<file path="config.mk">
export PLATFORM = sky130hd
export DESIGN_NAME = ha_bist
export DESIGN_NICKNAME = d
export VERILOG_FILES = /design/src/rtl/ha_bist.sv
export SDC_FILE = /design/constraint.sdc
export NUM_CORES = 1
export LEC_CHECK = 0
export CAP_MARGIN = 20
export CELL_PAD_IN_SITES_DETAIL_PLACEMENT = 0
export CELL_PAD_IN_SITES_GLOBAL_PLACEMENT = 1
export CORE_MARGIN = 2
export CORE_UTILIZATION = 38
export DETAILED_ROUTE_END_ITERATION = 8
export PLACE_DENSITY_LB_ADDON = 0.1
export SYNTH_ARGS = -nofsm -noshare
export SYNTH_HDL_FRONTEND = slang
export SYNTH_SLANG_ARGS = --single-unit
</file>
<file path="constraint.sdc">
create_clock -name clk -period 3.5 [get_ports clk]
set_input_delay 0.7 -clock clk [delete_from_list [all_inputs] [get_ports clk]]
set_output_delay 0.7 -clock clk [all_outputs]
set_load 0.1 [all_outputs]
</file>
<file path="src/rtl/ha_bist.sv">
// rtl/ha_bist.sv - self-test engine that sweeps a half adder and checks its responses
module ha_bist #(
   parameter int LATENCY = 0,
   parameter int LOOPS   = 1,
   parameter int ERR_W   = 8
) (
   input  logic             clk,
   input  logic             rst,
   input  logic             start,
   output logic             a_out,
   output logic             b_out,
   input  logic             sum_in,
   input  logic             carry_in,
   output logic             busy,
   output logic             done,
   output logic             pass,
   output logic [ERR_W-1:0] err_count,
   output logic             fail_valid,
   output logic [1:0]       fail_vec
);

   localparam int LAT_W  = (LATENCY > 0) ? $clog2(LATENCY + 1) : 1;
   localparam int LOOP_W = (LOOPS > 1) ? $clog2(LOOPS) : 1;
   localparam logic [LAT_W-1:0]  LAT_LAST  = LAT_W'(LATENCY);
   localparam logic [LOOP_W-1:0] LOOP_LAST = LOOP_W'(LOOPS - 1);

   typedef enum logic [1:0] {S_IDLE, S_RUN, S_DONE} state_t;

   state_t            r_state;
   state_t            w_next;
   logic [1:0]        r_vec;
   logic [LAT_W-1:0]  r_wait;
   logic [LOOP_W-1:0] r_loop;
   logic [ERR_W-1:0]  r_err;
   logic              r_pass;
   logic              r_fail_valid;
   logic [1:0]        r_fail_vec;
   logic              w_start_run;
   logic              w_sample;
   logic              w_last;
   logic              w_mismatch;
   logic              w_busy;
   logic              w_done;

   // The vector register doubles as the stimulus; it is zero whenever no run is active.
   assign a_out      = r_vec[1];
   assign b_out      = r_vec[0];
   assign busy       = w_busy;
   assign done       = w_done;
   assign pass       = r_pass;
   assign err_count  = r_err;
   assign fail_valid = r_fail_valid;
   assign fail_vec   = r_fail_vec;

   // Compare against the half-adder truth table of the vector currently driven.
   assign w_mismatch = (sum_in != (r_vec[1] ^ r_vec[0])) || (carry_in != (r_vec[1] & r_vec[0]));

   // State register.
   always_ff @(posedge clk) begin
      if (rst) r_state <= S_IDLE;
      else     r_state <= w_next;
   end

   // Next state, sample strobe and status outputs.
   always_comb begin
      w_next      = r_state;
      w_start_run = 1'b0;
      w_sample    = 1'b0;
      w_last      = 1'b0;
      w_busy      = 1'b0;
      w_done      = 1'b0;
      case (r_state)
         S_IDLE: begin
            if (start) begin
               w_next      = S_RUN;
               w_start_run = 1'b1;
            end
         end
         S_RUN: begin
            w_busy   = 1'b1;
            w_sample = (r_wait == LAT_LAST);
            w_last   = w_sample && (r_vec == 2'b11) && (r_loop == LOOP_LAST);
            if (w_last) w_next = S_DONE;
         end
         S_DONE: begin
            w_done = 1'b1;
            w_next = S_IDLE;
         end
         default: w_next = S_IDLE;
      endcase
   end

   // Vector sequencing, latency wait and result bookkeeping.
   always_ff @(posedge clk) begin
      if (rst) begin
         r_vec        <= 2'b00;
         r_wait       <= '0;
         r_loop       <= '0;
         r_err        <= '0;
         r_pass       <= 1'b0;
         r_fail_valid <= 1'b0;
         r_fail_vec   <= 2'b00;
      end else if (w_start_run) begin
         r_vec        <= 2'b00;
         r_wait       <= '0;
         r_loop       <= '0;
         r_err        <= '0;
         r_pass       <= 1'b0;
         r_fail_valid <= 1'b0;
         r_fail_vec   <= 2'b00;
      end else if (w_sample) begin
         r_wait <= '0;
         // Wraps 11 -> 00, which also parks the stimulus at zero after the final vector.
         r_vec  <= r_vec + 2'd1;
         if (r_vec == 2'b11) r_loop <= r_loop + LOOP_W'(1);
         if (w_mismatch) begin
            if (r_err != '1) r_err <= r_err + ERR_W'(1);
            if (!r_fail_valid) begin
               r_fail_valid <= 1'b1;
               r_fail_vec   <= r_vec;
            end
         end
         // Final verdict must include the sample taken on this very edge.
         if (w_last) r_pass <= (r_err == '0) && !w_mismatch;
      end else if (r_state == S_RUN) begin
         r_wait <= r_wait + LAT_W'(1);
      end
   end

endmodule

</file>
==> flow_summary.json, run 1 <==
{
  "switching_power_mw": 0.119,
  "grt_busiest_layer": "met2",
  "period_share_pct": 74.2,
  "htreeDepth": 1,
  "n_fill_cell": 205,
  "yosys.area.top_type": "dfxtp_1",
  "pre_cts_slack_ns": 1.10,
  "cts_hold_buf": 0,
  "synth_async_sr_flop_share_pct": 0,
  "stdcell_count": 149,
  "finalPower_mw": 0.414,
  "ys_seq_area_share_pct": 41.0,
  "cts_tree": "yes",
  "p_clk_share_pct": 30.7,
  "grt.total_usage_pct": 15.6,
  "grt_first_pass_wirelength_mm": 3.04,
  "route.detailed.drc": 0,
  "synth_top_area_share_pct": 41.0,
  "hold_path.class": "flip-flop to flip-flop",
  "final_util_pct": 51.7,
  "syn-num-nets": 107,
  "hold_end": "pass$_SDFFE_PP0P_",
  "routed_via_density": 5.39,
  "synth_most_common_cell": "dfxtp_1",
  "io_pins": 21,
  "layout_setup_ws_ns": 0.901,
  "synthCells": 99,
  "place_area_sq_um": 1100,
  "initial_core_util_pct": 40.1,
  "fin_crit_ns": 2.60,
  "sw_frac_of_total_pct": 28.8,
  "cap_violations": 0,
  "p_leak_nw": 0.386,
  "via_count": 803,
  "cts_root_buf": "clkbuf_4",
  "final_layout_size_suffix_gt1_share_pct": 14.0,
  "cp_slowest_stage_delay_ns": 1.17,
  "setup_violations": 0,
  "fmax_ghz": 0.385,
  "cp.required_ns": 2.80,
  "p_seq_share_pct": 51.6,
  "core_area_sq_um": 2190,
  "path_clk_slew_ns": 0.10,
  "avgSynthCellArea_sq_um": 8.88,
  "holdWs_ns": 0.477,
  "dr.first_iter.drc_count": 12,
  "synth-seq-cells": 18,
  "place_inst": 145,
  "skew_ns": 0.00420,
  "worstHoldPathCells": 2,
  "gr-total-overflow": 0,
  "rsz0062_at_grt": "no",
  "worstHoldStart": "pass$_SDFFE_PP0P_",
  "r2r_cells": 5,
  "end_kind": "output pin",
  "cp_cell_sequence": "clkdlybuf4s50_1",
  "p_per_area_nw_per_um2": 365,
  "wl_per_cell_microns": 12.8,
  "r2r_slack_ns": 1.56,
  "synth.area.top_cells": "dfxtp_1 41%, a21oi_1 5.1%, nor2_1 4.7%",
  "cts_setup_buffers": 0,
  "criticalPathCategory": "flip-flop to output pin",
  "die_y_microns": 52.1,
  "worst_pin_slew_ns": 0.972,
  "port_buffers": 20,
  "hold_violations": 0,
  "crit_path_max_fanout": 6,
  "routed_wl_mm": 1.90,
  "dp_hpwl_mm": 1.42,
  "grt_max_degree": 16,
  "globalplace.congestion": 0.806,
  "cp-start-kind": "flip-flop",
  "cts_buffer_depth": 2,
  "grt_util_met1_pct": 17.5,
  "ant_nets": 0,
  "use_met2_pct": 26.6,
  "final_cell_area_sq_um": 1130,
  "final_max_slew_viol_count": 0,
  "yosysUniqueCellTypes": 39,
  "syn_area_sq_um": 880,
  "yosys_most_used_dff": "dfxtp_1",
  "internal-power_mw": 0.295,
  "tns_ns": 0,
  "worstPathArrival_ns": 1.90,
  "syn2layout_area_growth_pct": 28.9,
  "dieArea_sq_um": 2720,
  "timing.rr.end": "err_count[3]$_SDFFE_PP0P_",
  "rr_startpoint": "r_vec[0]$_SDFFE_PP0P_",
  "die_w_microns": 52.1,
  "clock_latency_ns": 0.29,
  "synth-warning-count": 0,
  "critical-path-top-delay-family": "buffers and inverters",
  "synth_edf_count": 0,
  "cts_resized": 0,
  "slew_headroom_pct": 35.0,
  "grt_pass1_vias": 687,
  "synthTopCellsByCount": "18 x dfxtp_1, 11 x nor2_1, 9 x a21oi_1",
  "path_buf_inv": 1,
  "diodes": 0,
  "met3_usage_pct": 6.32,
  "dr.pass1.iters": 4,
  "crit_slowest_cell": "clkdlybuf4s50_1",
  "ir_drop_v": 0.000227,
  "clkSinkCount": 18,
  "antenna_found_initial": 0,
  "cts-buffers-inserted": 3,
  "nNetsFinal": 130,
  "status": "complete, no violations",
  "rows": 17,
  "combPwrFrac_pct": 17.7
}
-- routing by layer --
metal	wire, microns	vias up
met5	0	-
met4	14	0
met3	73	2
met2	894	17
met1	918	380
li1	-	404
-- kinds of logic after synthesis --
kind of cell	share of synthesized area, %
buffers and inverters	2.70
DFF	41.0
adders and majority gates	4.27
xor gates and xnor gates	2.99
muxes	2.28
and+or+nand+nor	30.9
AOI/OAI and AO/OA	15.9
-- area by class of cell --
type	count	area (sq um)	area share, %
Sequential cell	18	360	31.8
Inverter	3	11.3	0.993
Tap cell	28	35.0	3.09
Timing Repair Buffer	21	195	17.2
Clock buffer	4	36.3	3.20
Multi-Input combinational cell	75	495	43.7
-- flip-flops by register name, indices dropped and copies added, names as in the netlist --
| signal | count |
|---|---|
| r_loop | 1 |
| err_count | 8 |
| r_vec | 2 |
| pass | 1 |
| r_state | 2 |
| fail_vec | 2 |
| fail_valid | 1 |
| r_wait | 1 |
-- worst reg2reg max path, cell delays in order (launching register included) --
cell	delay [ns]
dfxtp_1	0.41
ha_1	0.29
xor2_1	0.28
o21ai_2	0.21
or4_1	0.54
a21oi_1	0.14
-- cell usage in the layout (no fill, tap or decap), drive strengths merged, types with 2 or more instances in the layout --
master,synthesis,layout
nor3b,3,3
nor4,3,3
clkdlybuf4s50,0,15
buf,1,6
mux2i,2,2
or2,2,2
nand3b,3,3
or4,3,3
nor2,11,11
o21ai,5,5
xor2,2,2
nand3,6,6
clkbuf,2,4
o31ai,2,2
inv,3,3
dfxtp,18,18
a21oi,10,10
nand2,7,7
ha,3,3
-- worst max-delay path by stage --
stage	start	to	slack, ns	cells past startpoint
floorplan	r_state[0]$_SDFFE_PP0P_	busy	1.04	1
global placement	carry_in	err_count[3]$_SDFFE_PP0P_	1.13	5
detailed placement	carry_in	err_count[3]$_SDFFE_PP0P_	1.10	5
CTS	err_count[7]$_SDFFE_PP0P_	err_count[7]	0.88	1
global route	err_count[5]$_SDFFE_PP0P_	err_count[5]	0.84	1
finish	err_count[7]$_SDFFE_PP0P_	err_count[7]	0.90	1
-- power groups by stage --
stage	Combinational [mW]	Sequential [mW]	Clock (mW)
floorplan	0.0340	0.239	0
global placement	0.0735	0.218	0
detailed placement	0.0741	0.218	0
CTS	0.0742	0.213	0.133
global route	0.0787	0.214	0.143
finish	0.0734	0.213	0.127
(Power assumes the default switching activity.)
==> inputs of run 2 (changes only) <==
--- a/config.mk
+++ b/config.mk
@@ -9,7 +9,7 @@
 export CELL_PAD_IN_SITES_DETAIL_PLACEMENT = 0
 export CELL_PAD_IN_SITES_GLOBAL_PLACEMENT = 1
 export CORE_MARGIN = 2
-export CORE_UTILIZATION = 38
+export CORE_UTILIZATION = 35
 export DETAILED_ROUTE_END_ITERATION = 8
 export PLACE_DENSITY_LB_ADDON = 0.1
 export SYNTH_ARGS = -nofsm -noshare
==> constraint.sdc (replaced) <==
create_clock -name clk -period 2.4 [get_ports clk]
set_input_delay 0.48 -clock clk [delete_from_list [all_inputs] [get_ports clk]]
set_output_delay 0.48 -clock clk [all_outputs]
set_load 0.1 [all_outputs]
==> flow_summary.json, run 2 (same netlist as run 1, synthesis figures left out) <==
{
  "htreeDepth": 1,
  "hold_violations": 0,
  "grt_max_degree": 16,
  "layout_commonest_cell": "buf_4",
  "rsz0062_at_grt": "no",
  "antenna_found_initial": 0,
  "cp-start-kind": "input port",
  "cts_hold_buf": 0,
  "via_count": 786,
  "cp_cell_sequence": "clkdlybuf4s50_1 -> xor2_1 -> o21ai_2 -> or4_1 -> a21oi_1",
  "tns_ns": 0,
  "cap_violations": 0,
  "criticalPathCategory": "input port to flip-flop",
  "cts_resized": 0,
  "globalplace.congestion": 0.783,
  "grt_first_pass_wirelength_mm": 3.24,
  "crit_slowest_cell": "or4_1",
  "routed_via_density": 5.17,
  "end_kind": "flip-flop",
  "internal-power_mw": 0.430,
  "ant_nets": 0,
  "cp_slowest_stage_delay_ns": 0.54,
  "clock_latency_ns": 0.29,
  "die_y_microns": 54.1,
  "clkSinkCount": 18,
  "slew_headroom_pct": 65.8,
  "route.detailed.drc": 0,
  "dp_hpwl_mm": 1.48,
  "port_buffers": 20,
  "cts_root_buf": "clkbuf_4",
  "diodes": 0,
  "dr.first_iter.drc_count": 15,
  "largest_register_ffs": 8,
  "io_pins": 21,
  "final_cell_mix": "18 x buf_4, 16 x dfxtp_1, 11 x nor2_1, 9 x a21oi_1, 7 x nand2_1",
  "wl_per_cell_microns": 13.2,
  "switching_power_mw": 0.177,
  "cts_tree": "yes",
  "final_layout_size_suffix_gt1_share_pct": 25.4,
  "p_clk_share_pct": 31.0,
  "grt.total_usage_pct": 15.5,
  "grt_pass1_vias": 694,
  "setup_violations": 0,
  "critical-path-top-delay-family": "simple AND/OR/NAND/NOR gates",
  "rows": 18,
  "period_share_pct": 76.5,
  "crit_path_max_fanout": 7,
  "initial_core_util_pct": 36.2,
  "syn2layout_area_growth_pct": 27.2,
  "die_w_microns": 54.1,
  "dieArea_sq_um": 2930,
  "final_max_slew_viol_count": 0,
  "dr.pass1.iters": 4,
  "fmax_ghz": 0.544,
  "gr-total-overflow": 0,
  "nNetsFinal": 131,
  "path_buf_inv": 1,
  "fin_crit_ns": 1.84,
  "skew_ns": 0.00839,
  "p_leak_nw": 0.414,
  "cts_setup_buffers": 0,
  "path_clk_slew_ns": 0.11,
  "sw_frac_of_total_pct": 29.2,
  "ir_drop_v": 0.000316,
  "cts-buffers-inserted": 3,
  "p_per_area_nw_per_um2": 543,
  "p_seq_share_pct": 51.2,
  "finalPower_mw": 0.608,
  "status": "complete, no violations",
  "combPwrFrac_pct": 17.8,
  "worstPathArrival_ns": 2.07,
  "cts_buffer_depth": 2,
  "worst_pin_slew_ns": 0.511,
  "cp.required_ns": 2.63,
  "hold_path.class": "flip-flop to flip-flop",
  "core_area_sq_um": 2430,
  "routed_wl_mm": 2.00
}
[run 2: cell types whose count changed in the layout (fill, tap and decap cells not counted), sizes merged]
cell	change
buf	+12
clkdlybuf4s50	-11
[run 2: layout make-up]
cell class / instances / area (sq um)
clock buffer: 4 / 36.3
fill: 248 / 1310
timing repair buffer: 22 / 175
sequential: 18 / 363
tap: 30 / 37.5
inverter: 3 / 11.3
multi-input combinational: 75 / 495
[run 2: worst min-delay path, delay by kind of cell (launching register included)]
| family | cells | cell delay (ns) |
|---|---|---|
| AOI/OAI and AO/OA | 1 | 0.05 |
| and+or+nand+nor | 1 | 0.07 |
| DFF | 1 | 0.32 |
[run 2: path summary, 6_finish.rpt]
check / startpoint / endpoint / slack, ns / cells past startpoint
hold / removal: pass$_SDFFE_PP0P_ / pass$_SDFFE_PP0P_ / 0.47 / 2
hold reg to reg: pass$_SDFFE_PP0P_ / pass$_SDFFE_PP0P_ / 0.47 / 2
setup reg to reg: r_vec[1]$_SDFFE_PP0P_ / err_count[3]$_SDFFE_PP0P_ / 0.57 / 5
setup / recovery: carry_in / err_count[3]$_SDFFE_PP0P_ / 0.56 / 5
[run 2: metrics by stage]
step | hold WS [ns] | std cells | util, % | cell area (sq um) | worst slack, ns
detailed placement | 0.459 | 148 | 44.5 | 1080 | 0.269
global placement | 0.449 | 148 | 44.5 | 1080 | 0.294
CTS | 0.476 | 152 | 46.0 | 1120 | 0.558
global route | 0.492 | 152 | 46.0 | 1120 | 0.455
finish | 0.472 | 152 | 46.0 | 1120 | 0.563
floorplan | 0.445 | 99 | - | 882 | 0.161
[run 2: power by group through the flow]
stage	clock (mW)	sequential (mW)	combinational, mW
4_1_cts	0.197	0.312	0.109
5_1_grt	0.212	0.313	0.116
3_3_place_gp	0	0.318	0.109
2_1_floorplan	0	0.349	0.0495
6_report	0.188	0.311	0.108
3_5_place_dp	0	0.318	0.109
[run 2: metal layers]
layer  vias up  track usage, %  wire (microns)
met5         -               0               0
met2        14            23.5             893
li1        412               -               -
met1       358            21.6            1030
met3         2            3.33              62
met4         0            5.00              20
